$ cat src/rtl/sram_1rw1r_arbiter.sv
// rtl/sram_1rw1r_arbiter.sv - two-master arbiter in front of a 1RW+1R SRAM macro with fixed 2-cycle read latency
// Optional stall counter output is enabled by defining SRAM_ARB_STATS_EN.
module sram_1rw1r_arbiter #(
    parameter int ADDR_WIDTH = 4,
    parameter int DATA_WIDTH = 16,
    parameter int NUM_WMASKS = DATA_WIDTH / 8
) (
    input  logic                  clk0,
    input  logic                  rst0,

    input  logic                  m0_req_valid,
    output logic                  m0_req_ready,
    input  logic                  m0_req_we,
    input  logic [NUM_WMASKS-1:0] m0_req_wmask,
    input  logic [ADDR_WIDTH-1:0] m0_req_addr,
    input  logic [DATA_WIDTH-1:0] m0_req_wdata,
    output logic                  m0_rsp_valid,
    output logic [DATA_WIDTH-1:0] m0_rsp_rdata,

    input  logic                  m1_req_valid,
    output logic                  m1_req_ready,
    input  logic                  m1_req_we,
    input  logic [NUM_WMASKS-1:0] m1_req_wmask,
    input  logic [ADDR_WIDTH-1:0] m1_req_addr,
    input  logic [DATA_WIDTH-1:0] m1_req_wdata,
    output logic                  m1_rsp_valid,
    output logic [DATA_WIDTH-1:0] m1_rsp_rdata,

    output logic                  csb0,
    output logic                  web0,
    output logic [NUM_WMASKS-1:0] wmask0,
    output logic [ADDR_WIDTH-1:0] addr0,
    output logic [DATA_WIDTH-1:0] din0,
    input  logic [DATA_WIDTH-1:0] dout0,
    output logic                  csb1,
    output logic [ADDR_WIDTH-1:0] addr1,
    input  logic [DATA_WIDTH-1:0] dout1
`ifdef SRAM_ARB_STATS_EN
    ,
    output logic [15:0]           stall_cnt
`endif
);

    logic                  r_rr;
    logic                  r_csb0;
    logic                  r_web0;
    logic [NUM_WMASKS-1:0] r_wmask0;
    logic [ADDR_WIDTH-1:0] r_addr0;
    logic [DATA_WIDTH-1:0] r_din0;
    logic                  r_csb1;
    logic [ADDR_WIDTH-1:0] r_addr1;

    logic                  r_p0_tag_v1, r_p0_tag_m1, r_p0_tag_v2, r_p0_tag_m2;
    logic                  r_p1_tag_v1, r_p1_tag_m1, r_p1_tag_v2, r_p1_tag_m2;

    logic                  r_rsp_valid0, r_rsp_valid1;
    logic [DATA_WIDTH-1:0] r_rsp_rdata0, r_rsp_rdata1;

    logic                  w_wr0, w_wr1, w_rd0, w_rd1;
    logic                  w_same_addr;
    logic                  w_gnt0, w_gnt1;
    logic                  w_rg0, w_rg1;
    logic                  w_wr_en, w_wr_sel;
    logic [NUM_WMASKS-1:0] w_wr_mask;
    logic [DATA_WIDTH-1:0] w_wr_data;
    logic                  w_p0_rd, w_p0_rd_sel;
    logic                  w_p1_rd, w_p1_rd_sel;
    logic [ADDR_WIDTH-1:0] w_p0_addr, w_p1_addr;
    logic                  w_hit0_p0, w_hit0_p1, w_hit1_p0, w_hit1_p1;

    assign w_wr0       = m0_req_valid &  m0_req_we;
    assign w_rd0       = m0_req_valid & ~m0_req_we;
    assign w_wr1       = m1_req_valid &  m1_req_we;
    assign w_rd1       = m1_req_valid & ~m1_req_we;
    assign w_same_addr = (m0_req_addr == m1_req_addr);

    // A read that hits the address being written this cycle is held so the
    // macro never sees a same-address write/read in one cycle.
    always_comb begin
        w_gnt0 = 1'b0;
        w_gnt1 = 1'b0;
        if (!rst0) begin
            if (w_wr0 && w_wr1) begin
                w_gnt0 = ~r_rr;
                w_gnt1 =  r_rr;
            end else if (w_wr0 && w_rd1) begin
                w_gnt0 = 1'b1;
                w_gnt1 = ~w_same_addr;
            end else if (w_rd0 && w_wr1) begin
                w_gnt0 = ~w_same_addr;
                w_gnt1 = 1'b1;
            end else begin
                w_gnt0 = m0_req_valid;
                w_gnt1 = m1_req_valid;
            end
        end
    end

    assign m0_req_ready = w_gnt0;
    assign m1_req_ready = w_gnt1;

    assign w_rg0     = w_gnt0 & ~m0_req_we;
    assign w_rg1     = w_gnt1 & ~m1_req_we;
    assign w_wr_en   = (w_gnt0 & m0_req_we) | (w_gnt1 & m1_req_we);
    assign w_wr_sel  = w_gnt1 & m1_req_we;
    assign w_wr_mask = w_wr_sel ? m1_req_wmask : m0_req_wmask;
    assign w_wr_data = w_wr_sel ? m1_req_wdata : m0_req_wdata;

    // Port 0 carries a read only when both masters read; the favoured one takes it.
    assign w_p0_rd     = w_rg0 & w_rg1;
    assign w_p0_rd_sel = r_rr;
    assign w_p1_rd     = w_rg0 | w_rg1;
    assign w_p1_rd_sel = (w_rg0 & w_rg1) ? ~r_rr : w_rg1;

    assign w_p0_addr = w_wr_en ? (w_wr_sel    ? m1_req_addr : m0_req_addr)
                               : (w_p0_rd_sel ? m1_req_addr : m0_req_addr);
    assign w_p1_addr = w_p1_rd_sel ? m1_req_addr : m0_req_addr;

    always_ff @(posedge clk0) begin
        if (rst0) begin
            r_rr <= 1'b0;
        end else if (w_wr0 && w_wr1) begin
            r_rr <= ~r_rr;
        end
    end

    always_ff @(posedge clk0) begin
        if (rst0) begin
            r_csb0   <= 1'b1;
            r_web0   <= 1'b1;
            r_wmask0 <= '0;
            r_addr0  <= '0;
            r_din0   <= '0;
            r_csb1   <= 1'b1;
            r_addr1  <= '0;
        end else begin
            r_csb0   <= ~(w_wr_en | w_p0_rd);
            r_web0   <= ~w_wr_en;
            r_wmask0 <= w_wr_en ? w_wr_mask : '0;
            r_addr0  <= (w_wr_en | w_p0_rd) ? w_p0_addr : '0;
            r_din0   <= w_wr_en ? w_wr_data : '0;
            r_csb1   <= ~w_p1_rd;
            r_addr1  <= w_p1_rd ? w_p1_addr : '0;
        end
    end

    assign csb0   = r_csb0;
    assign web0   = r_web0;
    assign wmask0 = r_wmask0;
    assign addr0  = r_addr0;
    assign din0   = r_din0;
    assign csb1   = r_csb1;
    assign addr1  = r_addr1;

    // Tags follow each read through the macro so the returning word can be
    // routed back to whichever master issued it.
    always_ff @(posedge clk0) begin
        if (rst0) begin
            r_p0_tag_v1 <= 1'b0;
            r_p0_tag_m1 <= 1'b0;
            r_p0_tag_v2 <= 1'b0;
            r_p0_tag_m2 <= 1'b0;
            r_p1_tag_v1 <= 1'b0;
            r_p1_tag_m1 <= 1'b0;
            r_p1_tag_v2 <= 1'b0;
            r_p1_tag_m2 <= 1'b0;
        end else begin
            r_p0_tag_v1 <= w_p0_rd;
            r_p0_tag_m1 <= w_p0_rd_sel;
            r_p0_tag_v2 <= r_p0_tag_v1;
            r_p0_tag_m2 <= r_p0_tag_m1;
            r_p1_tag_v1 <= w_p1_rd;
            r_p1_tag_m1 <= w_p1_rd_sel;
            r_p1_tag_v2 <= r_p1_tag_v1;
            r_p1_tag_m2 <= r_p1_tag_m1;
        end
    end

    assign w_hit0_p0 = r_p0_tag_v2 & ~r_p0_tag_m2;
    assign w_hit0_p1 = r_p1_tag_v2 & ~r_p1_tag_m2;
    assign w_hit1_p0 = r_p0_tag_v2 &  r_p0_tag_m2;
    assign w_hit1_p1 = r_p1_tag_v2 &  r_p1_tag_m2;

    always_ff @(posedge clk0) begin
        if (rst0) begin
            r_rsp_valid0 <= 1'b0;
            r_rsp_valid1 <= 1'b0;
            r_rsp_rdata0 <= '0;
            r_rsp_rdata1 <= '0;
        end else begin
            r_rsp_valid0 <= w_hit0_p0 | w_hit0_p1;
            r_rsp_valid1 <= w_hit1_p0 | w_hit1_p1;
            if (w_hit0_p0) begin
                r_rsp_rdata0 <= dout0;
            end else if (w_hit0_p1) begin
                r_rsp_rdata0 <= dout1;
            end
            if (w_hit1_p0) begin
                r_rsp_rdata1 <= dout0;
            end else if (w_hit1_p1) begin
                r_rsp_rdata1 <= dout1;
            end
        end
    end

    assign m0_rsp_valid = r_rsp_valid0;
    assign m0_rsp_rdata = r_rsp_rdata0;
    assign m1_rsp_valid = r_rsp_valid1;
    assign m1_rsp_rdata = r_rsp_rdata1;

`ifdef SRAM_ARB_STATS_EN
    logic [15:0] r_stall_cnt;
    logic        w_stall;

    assign w_stall = (m0_req_valid & ~m0_req_ready) | (m1_req_valid & ~m1_req_ready);

    always_ff @(posedge clk0) begin
        if (rst0) begin
            r_stall_cnt <= '0;
        end else if (w_stall && (r_stall_cnt != 16'hFFFF)) begin
            r_stall_cnt <= r_stall_cnt + 16'd1;
        end
    end

    assign stall_cnt = r_stall_cnt;
`endif

endmodule

$ cat config.mk
export PLATFORM = sky130hd
export DESIGN_NAME = sram_1rw1r_arbiter
export DESIGN_NICKNAME = d
export VERILOG_FILES = /design/src/rtl/sram_1rw1r_arbiter.sv
export SDC_FILE = /design/constraint.sdc
export NUM_CORES = 1
export LEC_CHECK = 0
export ABC_AREA = 0
export BUFFER_PORTS_ARGS = -buffer_cell sky130_fd_sc_hd__buf_2
export CORE_ASPECT_RATIO = 0.75
export CORE_MARGIN = 10
export CORE_UTILIZATION = 41
export CTS_CLUSTER_SIZE = 25
export DETAILED_ROUTE_END_ITERATION = 7
export GPL_ROUTABILITY_DRIVEN = 1
export MAX_ROUTING_LAYER = met4
export PLACE_DENSITY = 0.76
export SKIP_CTS_REPAIR_TIMING = 1
export SYNTH_ARGS = -nofsm -noshare
export SYNTH_HDL_FRONTEND = slang
export SYNTH_SLANG_ARGS = --single-unit
$ cat constraint.sdc
create_clock -name clk0 -period 1.4 [get_ports clk0]
set_input_delay 0.14 -clock clk0 [delete_from_list [all_inputs] [get_ports clk0]]
set_output_delay 0.14 -clock clk0 [all_outputs]
set_load 0.1 [all_outputs]
[Yosys cells after proc, flatten, opt, wreduce, memory -nomap -nowiden]
Index checks and enable logic that the tools add are counted.
Storage, ports and cells
  logic and storage cells: 75
  register bits: 72
  output and inout port bits: 65
  input port bits: 82
Cells by class
  reduce and logical (&&, ||, !) cells: 8
  eq/ne operators: 1
  bitwise logic cells: 27
  muxes and demuxes: 19
Operators with widths (number)
  $mux W16: 5
  $mux W4: 4
  $and A1 B1 Y1: 13
  $mux W1: 9
  $not A1 Y1: 9
  $reduce_or A2 Y1: 3
  $or A1 B1 Y1: 5
  $eq A4 B4 Y1: 1
  $reduce_bool A2 Y1: 2
  $logic_and A1 B1 Y1: 3
  $mux W2: 1

[Depth between registers and ports, before layout]
Gate-level depths: netlist of the first run.
  depth in word-level cells: 12
  depth in mapped cells: 7
  mapped depth without buffers: 4

[Worst setup path after synthesis of the first run]
Ideal clock, no wire load.
  path type: reg-to-output
  start: register r_rr
  end: output port m0_req_ready
  slack: -0.838 ns
  data required time: 1.260 ns
  stages on the path, launching flop included: 5
  path buffers: 1
  data arrival time: 2.098 ns
  cell sequence: dfxtp_1 -> buf_2 -> nand2_1 -> o21ai_0 -> a31oi_1
On the way
  word-level cells in the longest chain between the ends: 3
RTL lines
  from (decl): line 44  | logic r_rr;
  from (signal assigned): line 123  | r_rr <= ~r_rr;
  $not A1 Y1: line 84  | w_gnt0 = ~r_rr;
  $mux W1: line 83  | if (w_wr0 && w_wr1) begin
  $mux W1: line 82  | if (!rst0) begin
  to (decl): line 12  | output logic m0_req_ready,
No other way between the ends.

[Worst setup path in the final report of the first run]
Same ends and word-level chain as after synthesis.

==> impl_metrics.toml, run 1 <==
[status]
status = "finished, violations left"
violations = "setup timing"

[critical_path]
max_stage_delay_ns = 0.32
worstPathArrival_ns = 1.26
cp.required_ns = 1.26
path_buf_inv = 2
r2r_start = "r_rr"
end_kind = "primary output"
worstPathMaxFanout = 5
slowest_stage = "dfxtp_2"
cp-start-kind = "flip-flop"
crit_path_start = "r_rr"
worst-setup-path-type = "reg2out"
cp_top_family = "buffers and inverters"
path_cells = "buf_6 -> nand2_2 -> o21ai_2 -> a31oi_4 -> buf_12"

[cts]
h-tree-depth = 3
cts_sinks = 72
cts_tree = "yes"
path_clk_slew_ns = 0.07
numCtsBuffers = 9
cts_buffer_depth = 2
clk_latency_ns = 0.34
clock-root-buffer = "clkbuf_8"

[logic_synthesis]
syn-num-nets = 401
yosysWarnings = 0
synthesis.area_um2 = 2970
ys_seq_area_share_pct = 48.5
ys_ff_latch = 72
synthFlopType = "dfxtp_1"
synth_area_per_cell_um2 = 9.31
synth_cell_type_count = 35
ys_async_sr_fraction_pct = 0
synth_edf_count = 0
syn_inst = 319

[pwr]
cellLeakagePower_nw = 2.00
vdd_drop_max_mv = 0.592
total_power_mw = 4.60
powerDensity_nw_per_um2 = 1110

[sta]
period_share_pct = 100
skew_ns = 0.0100
setup_slack_ns = -0.00281
hold_viol = 0
worst_pin_slew_ns = 0.509
timing.final.crit_period_ns = 1.40
timing.fmax_mhz = 713
max-slew-margin-rel_pct = 66.3
slew_viol_final = 0
rsz0062_at_grt = "true"
setup-violations-final = 1
setup_tns_ns = -0.00281
holdWs_ns = 0.0335

[route]
firstDrtPassIters = 4
drtAntennaViolNets = 0
vias_per_cell = 4.99
drt_wl_total_um = 9250
vias = 2875
drt_iter0_drc = 165
drc = 0
wl_per_cell_um = 16.1

[global_route]
grt_pass1_wl_um = 14500
gr-usage-all-layers_pct = 16.3
antenna_found_initial = 0
grt_overflow = 0
grt_pass1_vias = 2998
grt_max_degree = 41

[cells_and_area]
area_growth_pct = 39.4
final_core_util_pct = 59.7
final_nets = 555
final_area_um2 = 4140
drive_gt1_share_pct = 41.0
antenna_cells = 0
final_cells = 576

[floorplan]
start_util_pct = 42.8
die_area_um2 = 11100
row_count = 26
chipHeight_um = 93.7
io_pins = 147
die_x_um = 118
design.core.area_um2 = 6930

[placed_design]
dp_hpwl_um = 7020
placed_cell_area_um2 = 3910
port_buffers = 146
dp.cells = 555
post-place-ws_ns = -0.120
place.gp.congestion = 0.930

[min_path]
hp-start = "m1_req_wdata[14]"
hold_path.class = "in2reg"

[job]
cap_violations = 0
worst paths after layout:
kind | to | cells past startpoint | slack (ns)
worst max-delay path | m0_req_ready | 5 | -0.003
worst min-delay path | din0[14] | 3 | 0.03
worst max register to register | addr0[0] | 5 | 0.11
worst min register to register | r_p1_tag_v2 | 1 | 0.43
layout make-up:
cell class / count / area (um2)
Clock inverter: 4 / 20.0
Inverter: 6 / 22.5
Timing Repair Buffer: 169 / 975
Fill cell: 638 / 2790
Tap cell: 98 / 123
Clock buffer: 12 / 145
Multi-Input combinational cell: 215 / 1410
Sequential cell: 72 / 1440
report_power, final:
group	internal, mW	total, mW	switching [mW]
combinational	0.273	1.04	0.768
clock	0.681	1.41	0.732
sequential	2.12	2.15	0.0248
cell usage in the layout (no fill, tap or decap), types with 2 or more instances in the layout:
| cell | Yosys | final |
|---|---|---|
| o21ai_0 | 9 | 8 |
| buf_12 | 1 | 5 |
| nor2_1 | 55 | 55 |
| clkbuf_1 | 10 | 2 |
| nand3_1 | 20 | 20 |
| a211oi_1 | 16 | 16 |
| clkinv_2 | 0 | 4 |
| xnor2_1 | 3 | 3 |
| nor2b_1 | 5 | 4 |
| o32ai_1 | 4 | 4 |
| nand2b_1 | 3 | 3 |
| clkbuf_8 | 0 | 10 |
| nand2_1 | 21 | 20 |
| a311oi_1 | 16 | 16 |
| buf_2 | 6 | 144 |
| a21oi_1 | 8 | 8 |
| o211a_1 | 2 | 2 |
| inv_1 | 6 | 6 |
| dfxtp_1 | 72 | 71 |
| buf_4 | 2 | 19 |
| mux2i_1 | 35 | 34 |
| a21o_2 | 2 | 2 |
| a31oi_4 | 0 | 2 |
| nand2_2 | 1 | 2 |
| o211ai_1 | 4 | 4 |
cell usage after synthesis, drive strengths merged, types with 6 or more instances:
master	instances	area, um2
nand2	22	85.1
clkbuf	11	42.5
buf	15	103
dfxtp	72	1440
a311oi	16	140
nor2	55	206
a21oi	8	40.0
o21ai	10	50.0
nand3	20	100
inv	6	22.5
a211oi	16	120
mux2i	35	350
routing by layer:
metal	track usage [%]	vias to the layer above	part of all wire [%]
met3	7.51	5	9.3
li1	-	1435	-
met4	3.08	0	0.44
met2	24.5	137	43
met5	-	-	0
met1	19.7	1298	47
cell families after synthesis:
| logic type | Yosys count | share of synthesized area (%) |
|---|---|---|
| buffers and inverters | 32 | 5.65 |
| and+or+nand+nor | 108 | 15.7 |
| DFF | 72 | 48.5 |
| xor gates and xnor gates | 4 | 1.43 |
| muxes | 35 | 11.8 |
| AOI/OAI and AO/OA | 68 | 16.9 |
worst reg2reg max path, stage by stage, from the launching register on:
cell and delay (ns):
dfxtp_2 0.32, buf_6 0.13, buf_4 0.13, o21bai_1 0.30
nand3_1 0.12, a21oi_1 0.21
state kept, by name, indices dropped and copies added, names as in the netlist, 2 cells and up:
signal,cells
m0_rsp_rdata,16
wmask0,2
addr0,4
m1_rsp_rdata,16
addr1,4
din0,16
(Power assumes the default switching activity.)
==> run 2, diff against run 1 <==
--- a/config.mk
+++ b/config.mk
@@ -13,7 +13,6 @@
 export CTS_CLUSTER_SIZE = 25
 export DETAILED_ROUTE_END_ITERATION = 7
 export GPL_ROUTABILITY_DRIVEN = 1
-export MAX_ROUTING_LAYER = met4
 export PLACE_DENSITY = 0.76
 export SKIP_CTS_REPAIR_TIMING = 1
 export SYNTH_ARGS = -nofsm -noshare
==> run 2 against run 1 <==
  * Utilization did not move
  * Highest routed layer unchanged
  * Power barely moved
  * Worst hold slack barely moved
  * Die area unchanged
  * The flow now finishes without violations
  * Fmax is 0.26% higher
  * Cell count is the same
  * Register-to-register slack hardly changed
  * Global-route usage is 0.46 points lower
  * Sequential power about the same
  * Clock-buffer cell count did not move
  * Non-clock buffer count is the same
  * Clock power about the same
==> impl_metrics.toml, run 2 (same netlist as run 1, synthesis figures left out) <==
[placed_design]
port_buffers = 146
place.gp.congestion = 0.914
dp_hpwl_um = 7020
dp.cells = 555

[pwr]
powerDensity_nw_per_um2 = 1110
cellLeakagePower_nw = 2.00
pwr-share-comb_pct = 22.6
p_seq_share_pct = 46.6
clockPowerShare_pct = 30.8
total_power_mw = 4.60
internal_power_mw = 3.08
switching_power_mw = 1.53
vdd_drop_max_mv = 0.592
switching_share_pct = 33.2

[sta]
period_share_pct = 99.9
hold_viol = 0
worst_pin_slew_ns = 0.511
max-slew-margin-rel_pct = 66.2
skew_ns = 0.0103
rsz0062_at_grt = "true"
setup-violations-final = 0
slew_viol_final = 0
timing.final.crit_period_ns = 1.40
holdWs_ns = 0.0339
timing.fmax_mhz = 715

[cells_and_area]
layout_common_cells = "buf_2, dfxtp_1, nor2_1"
area_growth_pct = 39.4
layout_commonest_cell = "buf_2"
final_cells = 576
final_nets = 555
fillers = 638
drive_gt1_share_pct = 41.0
antenna_cells = 0
final_core_util_pct = 59.7

[critical_path]
cp.required_ns = 1.26
worst-setup-path-type = "reg2out"
reg2reg_slack_ns = 0.11
cp-start-kind = "flip-flop"
worstPathArrival_ns = 1.26
crit_cells = 5
path_buf_inv = 2
max_stage_delay_ns = 0.32
worstRegToRegCells = 5
path_cells = "buf_6 -> nand2_2 -> o21ai_2 -> a31oi_4 -> buf_12"
worstPathMaxFanout = 5
end_kind = "primary output"
cp_top_family = "buffers and inverters"
slowest_stage = "dfxtp_2"

[floorplan]
start_util_pct = 42.8
design.core.area_um2 = 6930
row_count = 26
die_area_um2 = 11100
die_x_um = 118
chipHeight_um = 93.7
io_pins = 147

[global_route]
grt_overflow = 0
gr-usage-all-layers_pct = 15.8
grt_pass1_wl_um = 14500
grt_max_degree = 41
grt_pass1_vias = 2994
antenna_found_initial = 0

[route]
vias = 2868
drtAntennaViolNets = 0
drt_wl_total_um = 9230
vias_per_cell = 4.98
firstDrtPassIters = 4
wl_per_cell_um = 16.0
drc = 0
drt_iter0_drc = 155

[status]
status = "complete, no violations"

[cts]
clk_latency_ns = 0.34
path_clk_slew_ns = 0.07
cts_sinks = 72
clock-root-buffer = "clkbuf_8"
numCtsBuffers = 9
cts_buffer_depth = 2
cts_tree = "yes"
h-tree-depth = 3

[job]
cap_violations = 0

[min_path]
hold_path.class = "in2reg"
min_delay_path_depth = 3
## run 2: metrics by stage
| step | TNS (ns) | worst slack (ns) | instance area (um2) |
|---|---|---|---|
| final | 0 | 0.000837 | 4140 |
| after global routing | -0.0936 | -0.0537 | 4140 |
| after CTS | -0.278 | -0.176 | 4080 |
| after detailed placement | -0.254 | -0.120 | 3910 |
| after floorplan | 0 | 0.00811 | 3000 |
| after global placement | -0.0194 | -0.0194 | 3910 |
## run 2: area by class of cell
class,count,area [um2],area share (%)
inverter,6,22.5,0.544
clock buffer,12,145,3.51
clock inverter,4,20.0,0.484
timing repair buffer,169,975,23.5
sequential,72,1440,34.9
multi-input combinational,215,1410,34.1
tap,98,123,2.96
## run 2: worst register-to-register path, delay by kind of cell, from the launching register on
kind            cells  cell delay, ns
compound gates      2            0.50
buf+inv             2            0.26
flops               1            0.32
simple gates        1            0.12
## run 2: path summary, 6_finish.rpt
path,start,endpoint
max reg2reg,r_rr,addr0[0]
max,r_rr,m0_req_ready
min reg2reg,r_p1_tag_v1,r_p1_tag_v2
min,m1_req_wdata[14],din0[14]
## run 2: layer usage
metal | global-route usage [%] | up-vias | share of wire, %
met1 | 18.8 | 1287 | 45
met5 | 0 | - | 0
met3 | 8.89 | 5 | 11
met2 | 24.5 | 139 | 43
li1 | - | 1437 | -
met4 | 3.08 | 0 | 0.44
## run 2: power groups by stage
stage | clock network, mW | registers [mW] | logic (mW)
global route | 1.55 | 2.15 | 1.09
CTS | 1.46 | 2.15 | 1.03
finish | 1.41 | 2.15 | 1.04
detailed placement | 0 | 2.19 | 1.03
floorplan | 0 | 2.67 | 0.258
global placement | 0 | 2.19 | 1.02
